### src/rtl/tcam_frag_pkg.sv
`default_nettype none
// ============================================================================
// Module : tcam_frag_pkg
// Brief  : Shared fragment/segment-address widths, FSM encodings and address
//          packing helper for the key fragment path.
// Rev    : 1.0  initial release
// ============================================================================
package tcam_frag_pkg;

    localparam int unsigned C_DATA_BITS = 10;
    localparam int unsigned C_FRAGMENTS = 5;
    localparam int unsigned C_FRAG_BITS = 3;
    localparam int unsigned C_FRAG_WID  = C_DATA_BITS / C_FRAGMENTS;
    localparam int unsigned C_ADDR_WID  = C_FRAG_BITS + C_FRAG_WID;

    localparam logic [0:0] S_IDLE  = 1'b0;
    localparam logic [0:0] S_ISSUE = 1'b1;

    function automatic logic [C_ADDR_WID-1:0] pack_frag_addr(
        input logic [C_FRAG_BITS-1:0] index,
        input logic [C_FRAG_WID-1:0]  fragment
    );
        return {index, fragment};
    endfunction

endpackage
`default_nettype wire

### src/rtl/key_fragment_sequencer.sv
`default_nettype none
// ============================================================================
// Module : key_fragment_sequencer
// Brief  : Splits each accepted search key into indexed fragment keys, one per
//          cycle, tagged per key with a last-fragment marker.
// Rev    : 1.0  initial release
// ============================================================================
module key_fragment_sequencer
    import tcam_frag_pkg::*;
#(
    parameter int DATA_BITS = C_DATA_BITS,
    parameter int FRAGMENTS = C_FRAGMENTS,
    parameter int FRAG_BITS = C_FRAG_BITS,
    parameter int TAG_BITS  = 4
) (
    input  logic                                      clk,
    input  logic                                      reset,
    input  logic                                      i_key_valid,
    output logic                                      o_key_ready,
    input  logic [DATA_BITS-1:0]                      i_key,
    output logic                                      o_frag_valid,
    input  logic                                      i_frag_ready,
    output logic [FRAG_BITS+DATA_BITS/FRAGMENTS-1:0]  o_fragment_key,
    output logic                                      o_frag_last,
    output logic [TAG_BITS-1:0]                       o_frag_tag,
    output logic                                      o_busy
);

    localparam int FRAG_WID = DATA_BITS / FRAGMENTS;
    localparam int ADDR_WID = FRAG_BITS + FRAG_WID;
    localparam logic [FRAG_BITS-1:0] C_LAST_IDX = FRAG_BITS'(FRAGMENTS - 1);

    if (DATA_BITS % FRAGMENTS != 0) begin : g_bad_split
        $error("DATA_BITS must be a multiple of FRAGMENTS");
    end
    if (FRAGMENTS > (2 ** FRAG_BITS)) begin : g_bad_index
        $error("FRAGMENTS does not fit in FRAG_BITS");
    end

    logic [0:0]           r_state_q, w_state_d;
    logic [DATA_BITS-1:0] r_key_q,   w_key_d;
    logic [FRAG_BITS-1:0] r_idx_q,   w_idx_d;
    logic [TAG_BITS-1:0]  r_tcnt_q,  w_tcnt_d;
    logic [ADDR_WID-1:0]  r_fkey_q,  w_fkey_d;
    logic [TAG_BITS-1:0]  r_tag_q,   w_tag_d;
    logic                 r_last_q,  w_last_d;
    logic                 r_valid_q, w_valid_d;
    logic                 r_ready_q, w_ready_d;
    logic                 r_busy_q,  w_busy_d;

    logic                 w_accept, w_hs, w_done;
    logic [FRAG_BITS-1:0] w_idx_nxt;
    logic [DATA_BITS-1:0] w_key_src;
    logic [FRAG_WID-1:0]  w_frag_nxt;

    assign w_accept = (r_state_q == S_IDLE) && i_key_valid;
    assign w_hs     = r_valid_q && i_frag_ready;
    assign w_done   = w_hs && r_last_q;

    always_ff @(posedge clk) begin
        if (reset) begin
            r_state_q <= S_IDLE;
        end else begin
            r_state_q <= w_state_d;
        end
    end

    always_comb begin
        w_state_d = r_state_q;
        case (r_state_q)
            S_IDLE:  if (i_key_valid) w_state_d = S_ISSUE;
            S_ISSUE: if (w_done)      w_state_d = S_IDLE;
            default: w_state_d = S_IDLE;
        endcase
    end

    // The fragment for the next index is pre-selected so every output can be
    // loaded straight into its register on the acceptance or handshake edge.
    always_comb begin
        w_idx_nxt  = w_accept ? '0 : r_idx_q + FRAG_BITS'(1);
        w_key_src  = w_accept ? i_key : r_key_q;
        w_frag_nxt = '0;
        for (int f = 0; f < FRAGMENTS; f++) begin
            if (w_idx_nxt == FRAG_BITS'(f)) begin
                w_frag_nxt = w_key_src[f*FRAG_WID +: FRAG_WID];
            end
        end

        w_key_d   = r_key_q;
        w_idx_d   = r_idx_q;
        w_tcnt_d  = r_tcnt_q;
        w_fkey_d  = r_fkey_q;
        w_tag_d   = r_tag_q;
        w_last_d  = r_last_q;
        w_valid_d = r_valid_q;
        w_ready_d = r_ready_q;
        w_busy_d  = r_busy_q;

        if (w_accept) begin
            w_key_d   = i_key;
            w_idx_d   = w_idx_nxt;
            w_fkey_d  = {w_idx_nxt, w_frag_nxt};
            w_last_d  = (w_idx_nxt == C_LAST_IDX);
            w_tag_d   = r_tcnt_q;
            w_tcnt_d  = r_tcnt_q + TAG_BITS'(1);
            w_valid_d = 1'b1;
            w_ready_d = 1'b0;
            w_busy_d  = 1'b1;
        end else if (w_done) begin
            w_valid_d = 1'b0;
            w_last_d  = 1'b0;
            w_ready_d = 1'b1;
            w_busy_d  = 1'b0;
        end else if (w_hs) begin
            w_idx_d   = w_idx_nxt;
            w_fkey_d  = {w_idx_nxt, w_frag_nxt};
            w_last_d  = (w_idx_nxt == C_LAST_IDX);
        end
    end

    always_ff @(posedge clk) begin
        if (reset) begin
            r_key_q   <= '0;
            r_idx_q   <= '0;
            r_tcnt_q  <= '0;
            r_fkey_q  <= '0;
            r_tag_q   <= '0;
            r_last_q  <= 1'b0;
            r_valid_q <= 1'b0;
            r_ready_q <= 1'b1;
            r_busy_q  <= 1'b0;
        end else begin
            r_key_q   <= w_key_d;
            r_idx_q   <= w_idx_d;
            r_tcnt_q  <= w_tcnt_d;
            r_fkey_q  <= w_fkey_d;
            r_tag_q   <= w_tag_d;
            r_last_q  <= w_last_d;
            r_valid_q <= w_valid_d;
            r_ready_q <= w_ready_d;
            r_busy_q  <= w_busy_d;
        end
    end

    assign o_key_ready    = r_ready_q;
    assign o_frag_valid   = r_valid_q;
    assign o_fragment_key = r_fkey_q;
    assign o_frag_last    = r_last_q;
    assign o_frag_tag     = r_tag_q;
    assign o_busy         = r_busy_q;

endmodule
`default_nettype wire
### config.mk
export PLATFORM = sky130hd
export DESIGN_NAME = key_fragment_sequencer
export DESIGN_NICKNAME = d
export VERILOG_FILES = /design/src/rtl/tcam_frag_pkg.sv /design/src/rtl/key_fragment_sequencer.sv
export SDC_FILE = /design/constraint.sdc
export NUM_CORES = 1
export LEC_CHECK = 0
export BUFFER_PORTS_ARGS = -buffer_cell sky130_fd_sc_hd__buf_2
export CAP_MARGIN = 15
export CORE_MARGIN = 4
export CORE_UTILIZATION = 51
export DETAILED_ROUTE_END_ITERATION = 16
export HOLD_SLACK_MARGIN = 0.08
export PLACE_DENSITY = 0.85
export SKIP_LAST_GASP = 1
export SLEW_MARGIN = 10
export SYNTH_ARGS = -nofsm -noshare
export SYNTH_HDL_FRONTEND = slang
export SYNTH_SLANG_ARGS = --single-unit
### constraint.sdc
create_clock -name clk -period 1.95 [get_ports clk]
set_input_delay 0.195 -clock clk [delete_from_list [all_inputs] [get_ports clk]]
set_output_delay 0.195 -clock clk [all_outputs]
set_load 0.02 [all_outputs]
==> impl_metrics.env, run 1 <==
export IMPL_run_status="finished clean"
export IMPL_clkPwrFrac_pct=23.9
export IMPL_use_met1_pct=22.57
export IMPL_cts_buffers=3
export IMPL_internal_power_w=0.0007231
export IMPL_antenna_cells=0
export IMPL_yosys_warnings=0
export IMPL_clockBufferDepth=2
export IMPL_via_per_inst=5.392
export IMPL_setup_viol=0
export IMPL_clockRootBuffer="clkbuf_4"
export IMPL_grtUsageMet3_pct=4.558
export IMPL_ys_seq_elements=27
export IMPL_wl_per_cell_um=12.73
export IMPL_clk_latency_ns=0.32
export IMPL_finalSetupTns_ns=0
export IMPL_hold_viol_final=0
export IMPL_vias=1019
export IMPL_worstMarginPinSlew_ns=0.5049
export IMPL_area_growth_pct=17.40
export IMPL_io_buffers=26
export IMPL_final_cells=189
export IMPL_start_kind="flip-flop"
export IMPL_post_route_min_period_ns=1.714
export IMPL_core_region_area_um2=2042
export IMPL_worstPathArrival_ns=1.95
export IMPL_synth_edf_count=0
export IMPL_core_rowCount=16
export IMPL_async_flop_share_pct=0
export IMPL_postSynthCellCount=137
export IMPL_final_common_cell="nand2_1"
export IMPL_die_y_um=55.20
export IMPL_critPathCaptureType="flip-flop"
export IMPL_report_final_slew_viol_count=0
export IMPL_finalNetCount=179
export IMPL_slew_headroom_pct=66.34
export IMPL_dieArea_um2=3046
export IMPL_max_freq_mhz=583.4
export IMPL_syn_nets=153
export IMPL_route_detailed_drc=0
export IMPL_top_usage_layer="met2"
export IMPL_post_route_util_pct=65.32
export IMPL_antenna_found_initial=0
export IMPL_drt_total_wl_um=2406
export IMPL_clock_sinks=27
export IMPL_grt_first_pass_wirelength_um=3974
export IMPL_rsz0062_at_grt="false"
export IMPL_crit_required_ns=2.19
export IMPL_ys_flop_type="dfxtp_1"
export IMPL_use_met2_pct=30.31
export IMPL_final_layout_size_suffix_gt1_share_pct=21.60
export IMPL_ys_seq_area_share_pct=47.58
export IMPL_drv_cap=0
export IMPL_mostFrequentLayoutCells="35 x nand2_1, 26 x buf_2, 26 x dfxtp_1, 18 x a21oi_1"
export IMPL_worstPathMaxFanout=11
export IMPL_finalCritPeriodShare_pct=87.90
export IMPL_grt_overflow=0
export IMPL_fin_skew_ns=0.006929
export IMPL_ant_nets=0
export IMPL_grt_pass1_vias=913
export IMPL_cts_setup_buffers=0
export IMPL_syn_area_um2=1136
export IMPL_h_tree_depth=1
export IMPL_grt_usage_pct=18.79
export IMPL_power_leakage_nw=0.5527
export IMPL_chipWidth_um=55.20
export IMPL_crit_type="reg -> reg"
export IMPL_clk_pin_slew_ns=0.14
export IMPL_p_sw_w=0.0002750
export IMPL_cts_tree="yes"
export IMPL_placed_cells=181
export IMPL_grt_max_degree=30
export IMPL_synthDistinctLibCells=28
export IMPL_p_per_area_nw_per_um2=748.3
export IMPL_initial_core_util_pct=55.64
export IMPL_initialDrtViolationCount=14
export IMPL_firstDrtPassIters=4
export IMPL_combPwrFrac_pct=15.5
export IMPL_worstHoldPathType="in -> reg"
export IMPL_io_pins=27
export IMPL_avgSynthCellArea_um2=8.293
export IMPL_switching_share_pct=27.55
export IMPL_post_dp_hpwl_um=1740
export IMPL_gp_congestion=0.9137
export IMPL_power_frac_seq_pct=60.6
export IMPL_ir_drop_v=0.0004376
-- what timing repair did --
| item | CTS | global route |
|---|---|---|
| endpoints found under the setup margin | 0 | 1 |
| gates resized for setup | 0 | 1 |
| hold buffers | 4 | 0 |
| hold endpoints to repair | 4 | 0 |
-- stage by stage --
stage               setup WS (ns)  hold slack, ns  instance area (um^2)  total power, W
floorplan                  0.4233          0.3310                  1136       0.0007194
global placement           0.3412          0.4381                  1265       0.0007572
detailed placement         0.1632          0.4413                  1265       0.0007659
CTS                        0.1196         0.08595                  1333        0.001009
global route              0.09302         0.09609                  1334        0.001055
finish                     0.2360         0.09599                  1334       0.0009981
-- registers in the layout, indices dropped and copies added, names as in the netlist --
register	cells
o_busy	1
o_key_ready	1
r_state_q	1
o_fragment_key	2
r_idx_q	3
o_frag_last	1
r_tcnt_q	4
r_key_q	10
o_frag_tag	4
-- critical path, stage by stage (launching register included) --
cell and delay (ns):
dfxtp_2 0.40, ha_1 0.42, nor4b_1 0.36, a221oi_1 0.14, o32ai_1 0.30
-- path summary, 6_finish.rpt --
check                              startpoint           endpoint  slack [ns]  depth (start not counted)
worst max-delay path               r_idx_q[0]  o_fragment_key[0]        0.24                          4
worst min-delay path                 i_key[4]         r_key_q[4]         0.1                          3
worst max register to register     r_idx_q[0]  o_fragment_key[0]        0.24                          4
worst min register to register  o_frag_tag[1]      o_frag_tag[1]        0.46                          2
-- cell type report --
| cell class | count | area, um^2 |
|---|---|---|
| fill | 201 | 708.2 |
| timing repair buffer | 32 | 185.2 |
| clock inverter | 1 | 5.005 |
| clock buffer | 3 | 22.52 |
| tap | 27 | 33.78 |
| multi-input combinational | 99 | 545.5 |
| sequential | 27 | 541.8 |
-- Yosys cell counts (all sizes together) (3+ instances only) --
cell	instances	area [um^2]
a21oi	18	90.09
nand2	35	131.4
nor2	7	28.78
nor3	6	30.03
buf	9	45.05
xor2	4	35.03
nand2b	3	18.77
a21boi	3	22.52
dfxtp	27	540.5
o21ai	4	20.02
-- cell families after synthesis --
family / after synthesis / share of synthesized area, %
xor gates and xnor gates: 6 / 4.626
AOI/OAI and AO/OA: 33 / 17.73
and+or+nand+nor: 57 / 22.36
buffers and inverters: 11 / 4.626
adders and majority gates: 2 / 2.202
DFF: 27 / 47.58
muxes: 1 / 0.8811
-- power groups by stage --
stage               clock network [W]  logic [W]  registers [W]
finish                       0.000239   0.000155       0.000605
global route                 0.000272   0.000174       0.000609
CTS                          0.000249   0.000156       0.000604
detailed placement                  0   0.000149       0.000617
global placement                    0   0.000143       0.000615
floorplan                           0  0.0000958       0.000624
-- per-layer routing --
layer	vias up	wire length, um	part of all wire (%)
li1	517	-	-
met2	24	1140	47
met4	0	54	2.2
met1	472	1084	45
met3	6	127	5.3
met5	-	0	0
Power figures use the tool's default switching activity.
==> run 2: changes to the inputs <==
--- a/config.mk
+++ b/config.mk
@@ -7,7 +7,8 @@
 export LEC_CHECK = 0
 export BUFFER_PORTS_ARGS = -buffer_cell sky130_fd_sc_hd__buf_2
 export CAP_MARGIN = 15
-export CORE_MARGIN = 4
+export CORE_ASPECT_RATIO = 1.1
+export CORE_MARGIN = 2
 export CORE_UTILIZATION = 51
 export DETAILED_ROUTE_END_ITERATION = 16
 export HOLD_SLACK_MARGIN = 0.08
==> impl_metrics.env, run 2 (same netlist as run 1, synthesis figures left out) <==
export IMPL_worstPathMaxFanout=11
export IMPL_rsz0062_at_grt="false"
export IMPL_final_common_cell="nand2_1"
export IMPL_slew_headroom_pct=65.47
export IMPL_crit_required_ns=2.18
export IMPL_cts_tree="yes"
export IMPL_slowest_stage="dfxtp_2"
export IMPL_grt_usage_pct=20.62
export IMPL_crit_type="reg -> reg"
export IMPL_ant_nets=0
export IMPL_slowest_delay_ns=0.46
export IMPL_gp_congestion=1.031
export IMPL_largest_reg_flops=10
export IMPL_clk_pin_slew_ns=0.13
export IMPL_grt_first_pass_wirelength_um=4071
export IMPL_critPathCaptureType="flip-flop"
export IMPL_antenna_found_initial=0
export IMPL_via_per_inst=5.495
export IMPL_finalSetupTns_ns=0
export IMPL_initialDrtViolationCount=29
export IMPL_post_dp_hpwl_um=1739
export IMPL_worstPathArrival_ns=1.99
export IMPL_p_sw_w=0.0002659
export IMPL_die_y_um=53.50
export IMPL_report_final_slew_viol_count=0
export IMPL_clockBufferDepth=2
export IMPL_power_leakage_nw=0.5348
export IMPL_clk_latency_ns=0.31
export IMPL_drt_total_wl_um=2366
export IMPL_placedInstanceArea_um2=1266
export IMPL_placed_cells=182
export IMPL_n_fill_cell=178
export IMPL_clockRootBuffer="clkbuf_4"
export IMPL_area_growth_pct=14.43
export IMPL_critPathTopFamily="flip-flops"
export IMPL_final_cells=186
export IMPL_run_status="finished clean"
export IMPL_switching_share_pct=26.95
export IMPL_worst_path_buf_inv=0
export IMPL_post_route_min_period_ns=1.759
export IMPL_p_per_area_nw_per_um2=759.0
export IMPL_mostFrequentLayoutCells="35 x nand2_1, 26 x buf_2, 26 x dfxtp_1, 18 x a21oi_1"
export IMPL_top_register="r_key_q"
export IMPL_core_region_area_um2=2063
export IMPL_design_area_um2=1300
export IMPL_setup_slack_ns=0.1905
export IMPL_io_pins=27
export IMPL_hold_viol_final=0
export IMPL_ir_drop_v=0.0005935
export IMPL_firstDrtPassIters=4
export IMPL_grt_overflow=0
export IMPL_initial_core_util_pct=55.06
export IMPL_finalNetCount=175
export IMPL_grt_max_degree=30
export IMPL_h_tree_depth=1
export IMPL_ctsHoldBuffers=0
export IMPL_combPwrFrac_pct=15.2
export IMPL_crit_chain="ha_1 -> xor2_1 -> and4b_1 -> a221oi_1 -> o32ai_1"
export IMPL_core_rowCount=17
export IMPL_power_frac_seq_pct=61.3
export IMPL_clock_sinks=27
export IMPL_dieArea_um2=2622
export IMPL_drv_cap=0
export IMPL_final_layout_size_suffix_gt1_share_pct=22.15
export IMPL_setup_viol=0
export IMPL_worstHoldPathType="in -> reg"
export IMPL_vias=1022
export IMPL_clkPwrFrac_pct=23.5
export IMPL_start_kind="flip-flop"
export IMPL_chipWidth_um=49
export IMPL_wl_per_cell_um=12.72
export IMPL_grt_pass1_vias=903
export IMPL_worstMarginPinSlew_ns=0.5157
export IMPL_antenna_cells=0
export IMPL_io_buffers=26
export IMPL_fin_skew_ns=0.002734
export IMPL_max_freq_mhz=568.4
export IMPL_cts_buffers=3
export IMPL_ff_latch_area_um2=541.8
export IMPL_internal_power_w=0.0007208
export IMPL_route_detailed_drc=0
export IMPL_multi_input_area_um2=551.8
export IMPL_dp_slack_ns=0.09724
export IMPL_finalCritPeriodShare_pct=90.23
-- run 2: metrics by stage --
| step | power, W | hold WS [ns] | utilization [%] |
|---|---|---|---|
| 2_1_floorplan | 0.0007194 | 0.3310 | - |
| 3_3_place_gp | 0.0007566 | 0.4370 | 61.37 |
| 3_5_place_dp | 0.0007655 | 0.4443 | 61.37 |
| 4_1_cts | 0.0009946 | 0.09100 | 62.64 |
| 5_1_grt | 0.001046 | 0.09093 | 63.01 |
| 6_report | 0.0009868 | 0.09929 | 63.01 |
-- run 2: final timing paths --
kind | startpoint | end | slack (ns) | depth (start not counted)
hold reg to reg | o_frag_tag[0] | o_frag_tag[0] | 0.46 | 2
setup / recovery | r_idx_q[0] | o_fragment_key[1] | 0.19 | 5
setup reg to reg | r_idx_q[0] | o_fragment_key[1] | 0.19 | 5
hold / removal | i_key[5] | r_key_q[5] | 0.1 | 3
-- run 2: tightest hold or removal path: stages --
cell and delay, ns:
buf_2 0.09, nand2_1 0.05, a21oi_1 0.05
-- run 2: repair_timing --
action / in CTS / in global routing
endpoints found under the setup margin: 0 / 2
setup buffers: 0 / 0
gates resized for setup: 0 / 2
-- run 2: power by group through the flow --
stage / Clock (W) / Combinational [W] / Sequential [W]
2_1_floorplan: 0 / 0.0000958 / 0.000624
3_3_place_gp: 0 / 0.000142 / 0.000614
3_5_place_dp: 0 / 0.000149 / 0.000617
4_1_cts: 0.000241 / 0.000149 / 0.000604
5_1_grt: 0.000268 / 0.000168 / 0.000610
6_report: 0.000232 / 0.000150 / 0.000605
-- run 2: final cells by class --
type | count | area share, %
tap | 28 | 2.695
sequential | 27 | 41.67
multi-input combinational | 99 | 42.44
clock buffer | 4 | 2.021
timing repair buffer | 28 | 11.16
-- run 2: layer usage --
layer	share of wire, %	global-route usage (%)	vias to the layer above
met5	0	0	-
met4	1.6	10.48	0
met3	4.6	3.107	4
met2	51	35.16	39
met1	42	25.74	469
li1	-	-	510
==> run 3: changes to the inputs <==
--- a/config.mk
+++ b/config.mk
@@ -9,10 +9,11 @@
 export CAP_MARGIN = 15
 export CORE_ASPECT_RATIO = 1.1
 export CORE_MARGIN = 2
-export CORE_UTILIZATION = 51
+export CORE_UTILIZATION = 54
+export CTS_BUF_LIST = sky130_fd_sc_hd__clkbuf_8
 export DETAILED_ROUTE_END_ITERATION = 16
 export HOLD_SLACK_MARGIN = 0.08
-export PLACE_DENSITY = 0.85
+export PLACE_DENSITY = 0.89
 export SKIP_LAST_GASP = 1
 export SLEW_MARGIN = 10
 export SYNTH_ARGS = -nofsm -noshare
==> impl_metrics.env, run 3 (same netlist as run 1, synthesis figures left out) <==
export IMPL_core_rowCount=17
export IMPL_clk_pin_slew_ns=0.09
export IMPL_h_tree_depth=1
export IMPL_drt_total_wl_um=2458
export IMPL_worstHoldPathType="in -> reg"
export IMPL_use_met1_pct=25.54
export IMPL_worstMarginPinSlew_ns=0.4954
export IMPL_initialDrtViolationCount=30
export IMPL_switching_share_pct=26.69
export IMPL_cts_buffers=3
export IMPL_ir_drop_v=0.0005321
export IMPL_antenna_found_initial=0
export IMPL_ctsHoldBuffers=0
export IMPL_fin_skew_ns=0.004779
export IMPL_placed_cells=182
export IMPL_max_freq_mhz=548.9
export IMPL_run_status="finished clean"
export IMPL_final_cells=186
export IMPL_io_buffers=26
export IMPL_grt_overflow=0
export IMPL_finalNetCount=175
export IMPL_grtUsageMet3_pct=3.472
export IMPL_area_growth_pct=15.64
export IMPL_top_usage_layer="met2"
export IMPL_p_sw_w=0.0002852
export IMPL_largest_reg_flops=10
export IMPL_slowest_delay_ns=0.43
export IMPL_via_per_inst=5.667
export IMPL_gp_congestion=0.8864
export IMPL_slowest_stage="ha_1"
export IMPL_cts_tree="yes"
export IMPL_post_route_min_period_ns=1.822
export IMPL_chipWidth_um=47.74
export IMPL_slew_headroom_pct=66.98
export IMPL_die_y_um=52.11
export IMPL_start_kind="flip-flop"
export IMPL_crit_type="reg -> reg"
export IMPL_worstPathArrival_ns=1.99
export IMPL_crit_required_ns=2.12
export IMPL_initial_core_util_pct=56.82
export IMPL_grt_first_pass_wirelength_um=3933
export IMPL_rsz0062_at_grt="false"
export IMPL_vias=1054
export IMPL_route_detailed_drc=0
export IMPL_cts_setup_buffers=0
export IMPL_setup_viol=0
export IMPL_internal_power_w=0.0007835
export IMPL_clockBufferDepth=2
export IMPL_drv_cap=0
export IMPL_critPathCaptureType="flip-flop"
export IMPL_cts_repair_resized=0
export IMPL_mostFrequentLayoutCells="35 x nand2_1, 26 x buf_2, 26 x dfxtp_1, 18 x a21oi_1"
export IMPL_final_common_cell="nand2_1"
export IMPL_ant_nets=0
export IMPL_top_register="r_key_q"
export IMPL_final_layout_size_suffix_gt1_share_pct=22.15
export IMPL_core_region_area_um2=1999
export IMPL_clk_latency_ns=0.28
export IMPL_wl_per_cell_um=13.22
export IMPL_power_leakage_nw=0.5437
export IMPL_crit_chain="ha_1 -> nor4b_1 -> a221oi_1 -> o32ai_1"
export IMPL_clockRootBuffer="clkbuf_8"
export IMPL_io_pins=27
export IMPL_hold_viol_final=0
export IMPL_report_final_slew_viol_count=0
export IMPL_grt_max_degree=30
export IMPL_post_dp_hpwl_um=1747
export IMPL_n_fill_cell=178
export IMPL_finalCritPeriodShare_pct=93.42
export IMPL_firstDrtPassIters=4
export IMPL_clkPwrFrac_pct=29.3
export IMPL_grt_pass1_vias=969
export IMPL_p_per_area_nw_per_um2=813.5
export IMPL_power_frac_seq_pct=56.7
export IMPL_combPwrFrac_pct=14.1
export IMPL_worstPathMaxFanout=11
export IMPL_multi_input_area_um2=545.5
export IMPL_antenna_cells=0
export IMPL_finalSetupTns_ns=0
export IMPL_ff_latch_area_um2=541.8
export IMPL_post_route_util_pct=65.71
export IMPL_use_met2_pct=37.11
export IMPL_dieArea_um2=2487
export IMPL_clock_sinks=27
export IMPL_grt_usage_pct=22.44
run 3: cell count changes in the layout (fill, tap and decap cells not counted):
cell and delta:
clkbuf_1 -1, clkbuf_4 -3, clkbuf_8 +3, clkinv_2 +1
nor4b_1 +1, nor4b_2 -1
run 3: final cells by class:
type	instances	share of cell area (%)
Timing Repair Buffer	28	11.05
Clock buffer	3	3.143
Multi-Input combinational cell	99	41.52
Tap cell	28	2.667
Sequential cell	27	41.24
Clock inverter	1	0.3810
run 3: power by group through the flow:
stage	combinational, W	clock, W	sequential, W
finish	0.000150	0.000313	0.000606
global route	0.000167	0.000340	0.000609
CTS	0.000149	0.000318	0.000605
detailed placement	0.000149	0	0.000618
global placement	0.000142	0	0.000614
floorplan	0.0000958	0	0.000624
run 3: metrics by stage:
step / cell area (um^2) / hold slack (ns) / worst slack, ns / power, W
final: 1314 / 0.1459 / 0.1283 / 0.001069
after detailed placement: 1266 / 0.4443 / 0.1400 / 0.0007661
after floorplan: 1136 / 0.3310 / 0.4233 / 0.0007194
after CTS: 1313 / 0.1446 / 0.1028 / 0.001072
after global routing: 1314 / 0.1420 / 0.005368 / 0.001116
after global placement: 1266 / 0.4367 / 0.3460 / 0.0007567
run 3: final timing paths:
path | startpoint | to | slack (ns) | depth (start not counted)
worst max-delay path | r_idx_q[0] | o_fragment_key[1] | 0.13 | 4
worst min-delay path | i_key[5] | r_key_q[5] | 0.15 | 3
worst max register to register | r_idx_q[0] | o_fragment_key[1] | 0.13 | 4
worst min register to register | o_frag_tag[3] | o_frag_tag[3] | 0.46 | 2
run 3: routing by layer:
layer,vias up,part of all wire (%)
met5,-,0
met4,0,2.8
met3,7,5.7
met2,51,49
met1,483,43
li1,513,-
run 3: worst max-delay path: cells and delay by family, from the launching register on:
family / cells / cell delay [ns]
compound gates: 2 / 0.47
simple gates: 1 / 0.42
fa+ha+maj: 1 / 0.43
flops: 1 / 0.39
